==> src/rtl/fifo_wr_arbiter_if.sv <==
// Bundle of requester-side and FIFO-side signals for the write arbiter.
// Use the slave modport on the arbiter and the master modport on whatever drives it.
interface fifo_wr_arbiter_if #(
    parameter int NUM_REQ    = 4,
    parameter int DATA_WIDTH = 8,
    parameter int ADDR_WIDTH = 5
);
    logic [NUM_REQ-1:0]            req_i;
    logic [NUM_REQ*DATA_WIDTH-1:0] data_i;
    logic                          wr_inhibit_i;
    logic [ADDR_WIDTH:0]           rd_ptr_gray_i;
    logic [NUM_REQ-1:0]            gnt_o;
    logic                          wr_en_o;
    logic [ADDR_WIDTH-1:0]         wr_addr_o;
    logic [DATA_WIDTH-1:0]         wr_data_o;
    logic [ADDR_WIDTH:0]           wr_ptr_gray_o;
    logic                          full_o;

    modport master (
        output req_i, data_i, wr_inhibit_i, rd_ptr_gray_i,
        input  gnt_o, wr_en_o, wr_addr_o, wr_data_o, wr_ptr_gray_o, full_o
    );

    modport slave (
        input  req_i, data_i, wr_inhibit_i, rd_ptr_gray_i,
        output gnt_o, wr_en_o, wr_addr_o, wr_data_o, wr_ptr_gray_o, full_o
    );
endinterface

==> src/rtl/fifo_wr_arbiter.sv <==
// Write side of the async FIFO: round-robin arbitration of NUM_REQ writers onto
// one RAM write port, write-pointer ownership (binary + Gray) and full detection.
module fifo_wr_arbiter #(
    parameter int NUM_REQ    = 4,
    parameter int DATA_WIDTH = 8,
    parameter int ADDR_WIDTH = 5
) (
    input  logic             clk_i,
    input  logic             rstn_i,
    fifo_wr_arbiter_if.slave bus
);
    localparam int IW = $clog2(NUM_REQ);
    localparam int AW = ADDR_WIDTH;

    logic [AW:0]           wbin_q, wbin_d;
    logic [IW-1:0]         last_q, last_d;
    logic                  wr_en_q, wr_en_d;
    logic [AW-1:0]         wr_addr_q, wr_addr_d;
    logic [DATA_WIDTH-1:0] wr_data_q, wr_data_d;
    logic [AW:0]           wr_ptr_gray_q, wr_ptr_gray_d;
    logic                  full_q, full_d;

    logic [DATA_WIDTH-1:0] words [NUM_REQ];
    logic [NUM_REQ-1:0]    gnt;
    logic [IW-1:0]         gnt_idx;
    logic [IW-1:0]         cand;
    logic                  found;
    logic                  accept;
    logic [AW:0]           gray_nxt;
    logic [AW:0]           rd_full_pat;

    always_comb begin
        for (int k = 0; k < NUM_REQ; k++) begin
            words[k] = bus.data_i[k*DATA_WIDTH +: DATA_WIDTH];
        end
    end

    assign accept = (|bus.req_i) & ~full_q & ~bus.wr_inhibit_i & rstn_i;

    // Search starts just past the last winner and wraps, so every holder gets a turn.
    always_comb begin
        gnt     = '0;
        gnt_idx = last_q;
        cand    = '0;
        found   = 1'b0;
        for (int off = 1; off <= NUM_REQ; off++) begin
            cand = IW'((int'(last_q) + off) % NUM_REQ);
            if (accept && !found && bus.req_i[cand]) begin
                found     = 1'b1;
                gnt[cand] = 1'b1;
                gnt_idx   = cand;
            end
        end
    end

    always_comb begin
        wbin_d        = wbin_q + {{AW{1'b0}}, accept};
        last_d        = accept ? gnt_idx : last_q;
        wr_en_d       = accept;
        wr_addr_d     = accept ? wbin_q[AW-1:0] : wr_addr_q;
        wr_data_d     = accept ? words[gnt_idx] : wr_data_q;
        wr_ptr_gray_d = wbin_q ^ (wbin_q >> 1);
        // Full when the next write pointer sits exactly one lap ahead of the read pointer.
        gray_nxt      = wbin_d ^ (wbin_d >> 1);
        rd_full_pat   = {~bus.rd_ptr_gray_i[AW:AW-1], bus.rd_ptr_gray_i[AW-2:0]};
        full_d        = (gray_nxt == rd_full_pat);
    end

    always_ff @(posedge clk_i) begin
        if (!rstn_i) begin
            wbin_q        <= '0;
            last_q        <= IW'(NUM_REQ - 1);
            wr_en_q       <= 1'b0;
            wr_addr_q     <= '0;
            wr_data_q     <= '0;
            wr_ptr_gray_q <= '0;
            full_q        <= 1'b0;
        end else begin
            wbin_q        <= wbin_d;
            last_q        <= last_d;
            wr_en_q       <= wr_en_d;
            wr_addr_q     <= wr_addr_d;
            wr_data_q     <= wr_data_d;
            wr_ptr_gray_q <= wr_ptr_gray_d;
            full_q        <= full_d;
        end
    end

    assign bus.gnt_o         = gnt;
    assign bus.wr_en_o       = wr_en_q;
    assign bus.wr_addr_o     = wr_addr_q;
    assign bus.wr_data_o     = wr_data_q;
    assign bus.wr_ptr_gray_o = wr_ptr_gray_q;
    assign bus.full_o        = full_q;
endmodule

==> src/flat_wrapper.sv <==
// flat-port wrapper written by rule: the top's interface ports become plain ports
module fifo_wr_arbiter_flat 
#(
    parameter int NUM_REQ    = 4,
    parameter int DATA_WIDTH = 8,
    parameter int ADDR_WIDTH = 5
)
  (clk_i, rstn_i, bus_req_i, bus_data_i, bus_wr_inhibit_i, bus_rd_ptr_gray_i, bus_gnt_o, bus_wr_en_o, bus_wr_addr_o, bus_wr_data_o, bus_wr_ptr_gray_o, bus_full_o);
  fifo_wr_arbiter_if #(.NUM_REQ(NUM_REQ), .DATA_WIDTH(DATA_WIDTH), .ADDR_WIDTH(ADDR_WIDTH)) bus_i ();
  input  logic clk_i;
  input  logic rstn_i;
  input wire logic [$bits(bus_i.req_i)-1:0] bus_req_i;
  input wire logic [$bits(bus_i.data_i)-1:0] bus_data_i;
  input wire logic [$bits(bus_i.wr_inhibit_i)-1:0] bus_wr_inhibit_i;
  input wire logic [$bits(bus_i.rd_ptr_gray_i)-1:0] bus_rd_ptr_gray_i;
  output wire logic [$bits(bus_i.gnt_o)-1:0] bus_gnt_o;
  output wire logic [$bits(bus_i.wr_en_o)-1:0] bus_wr_en_o;
  output wire logic [$bits(bus_i.wr_addr_o)-1:0] bus_wr_addr_o;
  output wire logic [$bits(bus_i.wr_data_o)-1:0] bus_wr_data_o;
  output wire logic [$bits(bus_i.wr_ptr_gray_o)-1:0] bus_wr_ptr_gray_o;
  output wire logic [$bits(bus_i.full_o)-1:0] bus_full_o;
  assign bus_i.req_i = bus_req_i;
  assign bus_i.data_i = bus_data_i;
  assign bus_i.wr_inhibit_i = bus_wr_inhibit_i;
  assign bus_i.rd_ptr_gray_i = bus_rd_ptr_gray_i;
  assign bus_gnt_o = bus_i.gnt_o;
  assign bus_wr_en_o = bus_i.wr_en_o;
  assign bus_wr_addr_o = bus_i.wr_addr_o;
  assign bus_wr_data_o = bus_i.wr_data_o;
  assign bus_wr_ptr_gray_o = bus_i.wr_ptr_gray_o;
  assign bus_full_o = bus_i.full_o;
  fifo_wr_arbiter #(.NUM_REQ(NUM_REQ), .DATA_WIDTH(DATA_WIDTH), .ADDR_WIDTH(ADDR_WIDTH)) u_core (.clk_i(clk_i), .rstn_i(rstn_i), .bus(bus_i));
endmodule
==> config.mk <==
export PLATFORM = sky130hd
export DESIGN_NAME = fifo_wr_arbiter_flat
export DESIGN_NICKNAME = d
export VERILOG_FILES = /design/src/rtl/fifo_wr_arbiter_if.sv /design/src/rtl/fifo_wr_arbiter.sv /design/src/flat_wrapper.sv
export SDC_FILE = /design/constraint.sdc
export NUM_CORES = 1
export LEC_CHECK = 0
export CAP_MARGIN = 20
export CORE_MARGIN = 4
export CORE_UTILIZATION = 47
export CTS_BUF_LIST = sky130_fd_sc_hd__clkbuf_16
export DETAILED_ROUTE_END_ITERATION = 10
export PLACE_DENSITY = 0.86
export SETUP_SLACK_MARGIN = 0.5
export SYNTH_ARGS = -nofsm -noshare
export SYNTH_HDL_FRONTEND = slang
export SYNTH_SLANG_ARGS = --single-unit
export TNS_END_PERCENT = 20
==> constraint.sdc <==
create_clock -name clk_i -period 3.7 [get_ports clk_i]
set_input_delay 0.555 -clock clk_i [delete_from_list [all_inputs] [get_ports clk_i]]
set_output_delay 0.555 -clock clk_i [all_outputs]
set_load 0.02 [all_outputs]
# [After elaboration in Yosys (flattened, before gate mapping)]
# Index checks and enable logic that the tools add are counted.
[totals] rom_bits=0 memories=0 ff_bits=29 wordCells=79 ram_bits=0 latch_bits=0 output_inout_bits=25
[classes] bitwise=12 n_mul=0 add_sub_neg=5 div_mod_pow=0 mux=30 n_lt_le_gt_ge=9 n_shift=0 n_eq_ne=1 reduce_logical=15
[op_table] operator="$bmux 8 s2" n=1
[op_table] operator="$mux 4" n=4
[op_table] operator="$mux 8" n=2
[op_table] operator="$lt 2x3->1 const B" n=4
[op_table] operator="$or 4x4->4" n=3
[op_table] operator="$xor 6x5->6" n=2
[op_table] operator="$logic_and 1x1->1" n=11
[op_table] operator="$mux 1" n=11
[op_table] operator="$bmux 1 s2" n=4
[op_table] operator="$demux 1 s2" n=4
[op_table] operator="$ge 2x1->1 const B" n=4
[op_table] operator="$mux 2" n=4
[op_table] operator="$add 6x1->6" n=1
[op_table] operator="$eq 6x6->1" n=1
[op_table] operator="$add 2x1->2 const B" n=2
[op_table] operator="$add 2x2->2 const B" n=2
[op_table] operator="$reduce_or 4->1" n=1
[op_table] operator="$and 1x1->1" n=3
[op_table] operator="$ge 3x3->1 const B" n=1
[op_table] operator="$logic_not 1->1" n=3
[op_table] operator="$not 2->3" n=1
[op_table] operator="$not 1->1" n=2
[op_table] operator="$not 2->2" n=1

# [Depth between registers and ports, before layout]
# Gate-level depths: netlist of run 1.
[depth] ltp_word=22 mapped_depth=11 mapped_depth_nobuf=10

# [Least setup slack after synthesis of run 1]
# No wires, ideal clock.
[synth_path] path_kind="register -> output" startpoint="register u_core.last_q[0]" endpoint="output bus_gnt_o[0]" slack_ns=0.853 n_path_buf=2 t_arrival_ns=2.292 required_ns=3.145 path_stages_with_launch=10 path_cell_list="dfxtp_1 -> buf_6 -> inv_1 -> ha_1 -> mux4_2 -> buf_6 -> nor2_1 -> and2_1 -> a22oi_1 -> o21ai_0"
[synth_between] elab_chain_cells=17 word_cells_on_any_way=52
[synth_lines] item="from (decl)" line="fifo_wr_arbiter.sv:16" source="logic [IW-1:0] last_q, last_d;"
[synth_lines] item="from (signal assigned)" line="fifo_wr_arbiter.sv:72" source="last_q <= IW'(NUM_REQ - 1);"
[synth_lines] item="from (signal assigned)" line="fifo_wr_arbiter.sv:80" source="last_q <= last_d;"
[synth_lines] item="branches (longest 16 deep; another with $lt 2x3->1)"
[synth_lines] item="$mux 4 *" line="fifo_wr_arbiter.sv:48" source="if (accept && !found && bus.req_i[cand]) begin"
[synth_lines] item="to (decl)" line="flat_wrapper.sv:16" source="output wire logic [$bits(bus_i.gnt_o)-1:0] bus_gnt_o;"
# Mark *: on every way between the ends. The select of a mux whose other input is x is not followed.

# [Final worst setup path of run 1]
[layout_path] startpoint="input rstn_i" endpoint="output bus_gnt_o[1]"
[layout_between] elab_chain_cells=15 word_cells_on_any_way=21
[layout_lines] item="from (decl)" line="flat_wrapper.sv:11" source="input logic rstn_i;"
[layout_lines] item="$and 1x1->1 *" line="fifo_wr_arbiter.sv:38" source="assign accept = (|bus.req_i) & ~full_q & ~bus.wr_inhibit_i & rstn_i;"
[layout_lines] item="$logic_and 1x1->1" line="fifo_wr_arbiter.sv:48"
[layout_lines] item="$mux 1" line="fifo_wr_arbiter.sv:48"
[layout_lines] item="$logic_not 1->1" line="fifo_wr_arbiter.sv:48"
[layout_lines] item="$logic_and 1x1->1 (2 in a row)" line="fifo_wr_arbiter.sv:48"
[layout_lines] item="$mux 1" line="fifo_wr_arbiter.sv:48"
[layout_lines] item="$logic_not 1->1" line="fifo_wr_arbiter.sv:48"
[layout_lines] item="$logic_and 1x1->1 (2 in a row)" line="fifo_wr_arbiter.sv:48"
[layout_lines] item="$mux 1" line="fifo_wr_arbiter.sv:48"
[layout_lines] item="$logic_not 1->1" line="fifo_wr_arbiter.sv:48"
[layout_lines] item="$logic_and 1x1->1 (2 in a row)" line="fifo_wr_arbiter.sv:48"
[layout_lines] item="$mux 4 *" line="fifo_wr_arbiter.sv:48"
# Mark *: on every way between the ends. The rest lies on a longest branch, timed or not.

==> metrics.txt, run 1 <==
outcome finished, final reports clean; clock root buffer master sky130_fd_sc_hd__clkbuf_16; max capacitance violation total 0; total setup violations reported at the end of the flow 0; worst hold path cell count 2; DRC Markers 0; Post-Route WL 4.461 mm; startpoint class of the critical path input pin; area delta synth->final 51.15%; r2r startpoint u_core.bus.full_o$_SDFF_PN0_; Die Height 68.79 microns; H-tree depth 2; Tmin final 3.213 ns; count of clock tree sinks 29; initial antenna violation count 0; syn_nets 229; average cell area after synthesis 10.16 sq um; Post-Place Cells 284; GRT Residual Overflow 0; critical-path cell with the highest stage delay sky130_fd_sc_hd__or4_1; Buffers on Ports 69; worst min-delay path startpoint u_core.bus.wr_data_o[5]$_SDFFE_PN0P_; drt first pass iters 4; number of distinct library cells after synthesis 37; placed wire-length estimate after detailed placement 3.483 mm; Horiz. Die Dim 68.79 microns; Initial Util 50.45%; sequential cell area fraction in the yosys report 33.43%; routed vias/inst 5.293; Placement Rows 21; min-delay worst type flip-flop to flip-flop; max-slew violations 0; IO Pins 70; highest cell delay on the worst timing path 0.57 ns; all-layer global routing usage 20.54%; layout cell share with drive strength beyond 1 12.90%; number of buffers between clock root and the deepest sink 2; clock slew seen by the registers of the worst setup and hold paths 0.05 ns; power per standard cell area 450.7 mW/mm^2; post-synthesis cell area 0.001737 sq mm; Total Power Consumption 1.183 mW; source of the critical timing path rstn_i; initial DRC count 27; period utilization 86.84%; final total negative setup slack 0 ns; worst IR drop on VDD 0.3459 mV; number of warnings issued by yosys 0; count of nets left with antenna violations after detail routing 0; Synth Instances 171; data required time of the critical path 3.14 ns; routed wire length per instance 15.17 microns; clock buffer count from CTS 5; TritonCTS clock tree built; actual slew at the worst max-slew pin 0.6763 ns; Vias 1556; via count of the first global-routing pass 1568; maximum fanout along the worst path 10; number of synthesized register bits 29; GP Congestion 0.8194; worst clock skew 0.003798 ns; relative slew slack 54.91%; net count of the finished layout 305; Worst Setup End Kind primary output; area of the core region 0.003442 sq mm; Worst Setup Path Type input pin to primary output; number of cells in the finished layout apart from fillers 294; hold bufs inserted after CTS 0; worst-case reg-to-reg path depth 9; maximum achievable frequency 0.3112 GHz; Critical Path, Cell by Cell clkdlybuf4s50_1, inv_2, or4_1, nor4_1, buf_4, a22oi_1, o21ai_0, clkdlybuf4s15_1; Leak Pwr 1.087 nW; CP arrival 2.66 ns; die area 0.004731 sq mm; first-pass GRT wire length 7.176 mm; largest net degree at the start of global routing 17; count of endpoints failing hold in the final timing report 0; number of inserted diodes 0; setup repair after global routing missed its margin yes; latest clock arrival within the worst-skew pair 0.27 ns
==> per-layer routing <==
metal | global-route usage (%) | wire, microns
met4 | 5.109 | 36
met3 | 6.483 | 356
met5 | 0 | 0
met2 | 38.62 | 2366
met1 | 22.03 | 1702
==> power by group <==
part           total (mW)  switching [mW]  internal (mW)
Clock               0.383           0.137          0.246
Sequential          0.365          0.0209          0.344
Combinational       0.435           0.209          0.226
Total                1.18           0.367          0.816
==> timing repair <==
item,4_1_cts,5_1_grt
setup endpoints to repair,5,5
resized for setup,10,6
setup buffers,2,0
==> kinds of logic (layout without fill, tap and decap cells) <==
group / Yosys count / count (layout) / synth area share, %
fa+ha+maj: 13 / 13 / 9.366
buf+inv: 14 / 91 / 5.907
mux: 27 / 27 / 17.80
flops: 29 / 29 / 33.43
simple gates: 46 / 46 / 13.33
compound gates: 30 / 30 / 13.04
xor+xnor: 12 / 12 / 7.133
==> layout by cell type (no fill, tap or decap), types with 3 or more instances in the layout <==
cell / instances
sky130_fd_sc_hd__o21ai_0: 6
sky130_fd_sc_hd__xnor2_1: 5
sky130_fd_sc_hd__a22oi_1: 8
sky130_fd_sc_hd__nand3_1: 3
sky130_fd_sc_hd__o221ai_1: 8
sky130_fd_sc_hd__buf_4: 8
sky130_fd_sc_hd__or3_1: 3
sky130_fd_sc_hd__mux4_2: 3
sky130_fd_sc_hd__mux2i_1: 23
sky130_fd_sc_hd__ha_1: 13
sky130_fd_sc_hd__clkbuf_16: 5
sky130_fd_sc_hd__nor2_1: 11
sky130_fd_sc_hd__nand2_1: 10
sky130_fd_sc_hd__inv_1: 3
sky130_fd_sc_hd__dfxtp_1: 27
sky130_fd_sc_hd__clkdlybuf4s50_1: 65
sky130_fd_sc_hd__xor2_1: 5
sky130_fd_sc_hd__and2_1: 10
==> flip-flops by register name (all words and copies together), names as in the netlist <==
name,flops
u_core.bus.wr_data_o,8
u_core.last_q,2
u_core.wbin_q,6
u_core.bus.wr_ptr_gray_o,6
u_core.bus.full_o,1
u_core.bus.wr_addr_o,5
u_core.bus.wr_en_o,1
==> final timing paths <==
check	end	slack, ns
max	bus_gnt_o[1]	0.49
max reg2reg	u_core.bus.full_o$_SDFF_PN0_	1.07
min	u_core.bus.wr_data_o[5]$_SDFFE_PN0P_	0.46
min reg2reg	u_core.bus.wr_data_o[5]$_SDFFE_PN0P_	0.46
==> worst max-delay path: cells and delay by family <==
kind                   cells  cell delay (ns)
and+or+nand+nor            2             0.88
AOI/OAI and AO/OA          2             0.15
buffers and inverters      4             1.07
==> stage by stage <==
stage                     utilization [%]  setup WS, ns  hold slack, ns  area [sq um]
after floorplan                         -        0.8528          0.4978          1737
after global placement              71.36        0.2100          0.4408          2456
after detailed placement            71.36       0.09994          0.4505          2456
after CTS                           76.08        0.4632          0.4616          2619
after global routing                76.26        0.3846          0.5018          2625
final                               76.26        0.4868          0.4601          2625
==> synth_stat cells <==
| cell | n | share of area (%) |
|---|---|---|
| sky130_fd_sc_hd__dfxtp_1 | 29 | 33 |
| sky130_fd_sc_hd__nand3_1 | 3 | 0.86 |
| sky130_fd_sc_hd__or2_2 | 1 | 0.36 |
| sky130_fd_sc_hd__nor2_1 | 11 | 2.4 |
| sky130_fd_sc_hd__or4_1 | 1 | 0.43 |
| sky130_fd_sc_hd__a21oi_1 | 1 | 0.29 |
| sky130_fd_sc_hd__clkbuf_1 | 2 | 0.43 |
| sky130_fd_sc_hd__nor3_1 | 3 | 0.86 |
| sky130_fd_sc_hd__or3_2 | 1 | 0.43 |
| sky130_fd_sc_hd__xnor2_1 | 5 | 2.5 |
| sky130_fd_sc_hd__a32o_1 | 1 | 0.58 |
| sky130_fd_sc_hd__a211oi_1 | 1 | 0.43 |
| sky130_fd_sc_hd__mux2i_1 | 23 | 13 |
| sky130_fd_sc_hd__a311oi_1 | 1 | 0.50 |
| sky130_fd_sc_hd__and2_1 | 10 | 3.6 |
| sky130_fd_sc_hd__a31oi_1 | 1 | 0.36 |
| sky130_fd_sc_hd__o21ai_0 | 6 | 1.7 |
| sky130_fd_sc_hd__buf_6 | 5 | 3.2 |
| sky130_fd_sc_hd__clkdlybuf4s25_2 | 1 | 0.58 |
| sky130_fd_sc_hd__o221ai_1 | 8 | 4.0 |
| sky130_fd_sc_hd__nand2_1 | 10 | 2.2 |
| sky130_fd_sc_hd__clkinv_4 | 1 | 0.50 |
| sky130_fd_sc_hd__a22oi_1 | 8 | 3.5 |
| sky130_fd_sc_hd__o21ai_1 | 1 | 0.29 |
| sky130_fd_sc_hd__mux2_2 | 1 | 0.65 |
| sky130_fd_sc_hd__a21oi_4 | 1 | 0.94 |
| sky130_fd_sc_hd__xor2_1 | 6 | 3.0 |
| sky130_fd_sc_hd__ha_1 | 13 | 9.4 |
| sky130_fd_sc_hd__nor4_1 | 2 | 0.72 |
| sky130_fd_sc_hd__nor3b_1 | 1 | 0.43 |
| sky130_fd_sc_hd__clkinv_2 | 1 | 0.29 |
| sky130_fd_sc_hd__or3_1 | 3 | 1.1 |
| sky130_fd_sc_hd__xnor2_4 | 1 | 1.6 |
| sky130_fd_sc_hd__inv_2 | 1 | 0.22 |
| sky130_fd_sc_hd__inv_1 | 3 | 0.65 |
| sky130_fd_sc_hd__o211ai_1 | 1 | 0.43 |
| sky130_fd_sc_hd__mux4_2 | 3 | 3.9 |
==> area by class of cell <==
class | count | area [sq um]
Multi-Input combinational cell | 128 | 1066
Fill cell | 273 | 817.0
Timing Repair Buffer | 77 | 747.0
Sequential cell | 29 | 583.1
Clock buffer | 5 | 125.1
Tap cell | 46 | 57.56
Inverter | 6 | 28.78
Clock inverter | 3 | 17.52
Note: power is estimated with default switching activity, not from simulation.
==> run 2: changes to the inputs <==
Settings changed: SKIP_CTS_REPAIR_TIMING set to 1.
==> run 2 against run 1 <==
Clock power barely moved. Via count down 0.45%. Critical path type unchanged. Critical endpoint is now bus_gnt_o[0]. Worst hold slack improved by 0.0036 ns. Combinational power hardly changed. Largest power group unchanged. Clock skew is 0.0015 ns higher. Global-route usage is 0.14 points lower. Cell count did not move. Fmax rose by 1.8%. First-iteration DRC count up 41%.
==> metrics.txt, run 2 (synthesis results as in run 1) <==
clock root buffer master sky130_fd_sc_hd__clkbuf_16; most common library cell in the layout ignoring fill and taps sky130_fd_sc_hd__clkdlybuf4s50_1; Placement Rows 21; net count of the finished layout 305; final total negative setup slack 0 ns; number of inserted diodes 0; area of the core region 0.003442 sq mm; latest clock arrival within the worst-skew pair 0.27 ns; Vias 1549; Die Height 68.79 microns; relative slew slack 55.00%; all-layer global routing usage 20.40%; count of clock tree sinks 29; drt first pass iters 4; data required time of the critical path 3.14 ns; GRT Residual Overflow 0; CP arrival 2.60 ns; Horiz. Die Dim 68.79 microns; worst hold path cell count 2; worst-case reg-to-reg path depth 9; met3 GRT Util 6.483%; met2 global-route usage 38.50%; Worst Setup End Kind primary output; Post-Route WL 4.466 mm; GP Congestion 0.8194; worst hold slack 0.4637 ns; actual slew at the worst max-slew pin 0.6750 ns; minimum setup slack after placement 0.09994 ns; min-delay worst type flip-flop to flip-flop; Tmin final 3.158 ns; maximum achievable frequency 0.3167 GHz; worst min-delay path startpoint u_core.bus.wr_data_o[7]$_SDFFE_PN0P_; slack of the worst reg-to-reg path 1.13 ns; Total Power Consumption 1.187 mW; most frequent cells in the layout sky130_fd_sc_hd__clkdlybuf4s50_1 (65), sky130_fd_sc_hd__dfxtp_1 (27), sky130_fd_sc_hd__mux2i_1 (23), sky130_fd_sc_hd__ha_1 (13), sky130_fd_sc_hd__nor2_1 (11); Buffers on Ports 69; reported net switching power 0.3687 mW; layout cell share with drive strength beyond 1 12.50%; startpoint class of the critical path input pin; number of buffers between clock root and the deepest sink 2; worst clock skew 0.005250 ns; Worst Setup Path Type input pin to primary output; initial antenna violation count 0; clock buffer count from CTS 5; r2r startpoint u_core.bus.full_o$_SDFF_PN0_; count of nets left with antenna violations after detail routing 0; max-slew violations 0; GRT busiest layer met2; maximum fanout along the worst path 6; outcome finished, final reports clean; portion of total power attributed to the clock network 32.4%; cell-internal power 0.8181 mW; Leak Pwr 1.155 nW; via count of the first global-routing pass 1559; routed wire length per instance 15.19 microns; Sequential Power Share 30.8%; combinational share of power 36.8%; H-tree depth 2; IO Pins 70; setup repair after global routing missed its margin yes; Initial Util 50.45%; clock slew seen by the registers of the worst setup and hold paths 0.05 ns; area delta synth->final 52.16%; total setup violations reported at the end of the flow 0; TritonCTS clock tree built; worst IR drop on VDD 0.3496 mV; period utilization 85.34%; power per standard cell area 449.1 mW/mm^2; routed vias/inst 5.269; largest net degree at the start of global routing 17; DRC Markers 0; met1 usage in global routing 21.71%; placed wire-length estimate after detailed placement 3.483 mm; fill cell instance count of the final layout 267; count of endpoints failing hold in the final timing report 0; initial DRC count 38; die area 0.004731 sq mm; max capacitance violation total 0; Setup WS post-layout 0.5423 ns; switching portion of total power 31.07%; reg-to-reg endpoint u_core.bus.full_o$_SDFF_PN0_; first-pass GRT wire length 7.120 mm; Worst Hold Endpoint u_core.bus.wr_data_o[7]$_SDFFE_PN0P_; number of flip-flops in the largest register 8
run 2: how the worst max path moves through the flow:
stage                                              from           end  slack [ns]  cells after the start
after CTS                 u_core.last_q[0]$_SDFFE_PN1P_  bus_gnt_o[0]       0.005                      8
after floorplan           u_core.last_q[0]$_SDFFE_PN1P_  bus_gnt_o[0]        0.85                      9
final                                      bus_req_i[2]  bus_gnt_o[0]        0.54                      7
after global placement                           rstn_i  bus_gnt_o[1]        0.21                      7
after global routing      u_core.last_q[0]$_SDFFE_PN1P_  bus_gnt_o[0]        0.43                      8
after detailed placement                         rstn_i  bus_gnt_o[0]         0.1                      7
run 2: metrics by stage:
stage | instance area (sq um) | utilization, % | cells
6_report | 2643 | 76.77 | 294
5_1_grt | 2643 | 76.77 | 294
4_1_cts | 2599 | 75.50 | 292
3_5_place_dp | 2456 | 71.36 | 284
3_3_place_gp | 2456 | 71.36 | 284
2_1_floorplan | 1737 | - | 171
run 2: power by group through the flow:
stage / Sequential (mW) / Combinational [mW] / Clock, mW
floorplan: 0.399 / 0.265 / 0
detailed placement: 0.371 / 0.428 / 0
global placement: 0.370 / 0.422 / 0
global route: 0.370 / 0.473 / 0.403
finish: 0.366 / 0.437 / 0.384
CTS: 0.365 / 0.431 / 0.389
run 2: area by class of cell:
cell class | instances | area, sq um | share of cell area [%]
clock buffers | 5 | 125.1 | 4.735
clock inverters | 3 | 17.52 | 0.6629
inverters | 6 | 28.78 | 1.089
multi-input cells | 128 | 1070 | 40.48
flip-flops and latches | 29 | 583.1 | 22.06
well taps | 46 | 57.56 | 2.178
repair buffers | 77 | 760.7 | 28.79
run 2: metal layers:
| metal | part of all wire, % | up-vias |
|---|---|---|
| met3 | 7.2 | 5 |
| met5 | 0 | - |
| li1 | - | 771 |
| met1 | 39 | 730 |
| met4 | 0.60 | 0 |
| met2 | 53 | 43 |
run 2: critical path: stages:
cell and delay [ns]:
sky130_fd_sc_hd__clkdlybuf4s50_1 0.46, sky130_fd_sc_hd__mux4_2 0.59, sky130_fd_sc_hd__nor2_1 0.19, sky130_fd_sc_hd__and2_1 0.23, sky130_fd_sc_hd__a22oi_1 0.09, sky130_fd_sc_hd__o21ai_0 0.20, sky130_fd_sc_hd__dlymetal6s2s_1 0.27
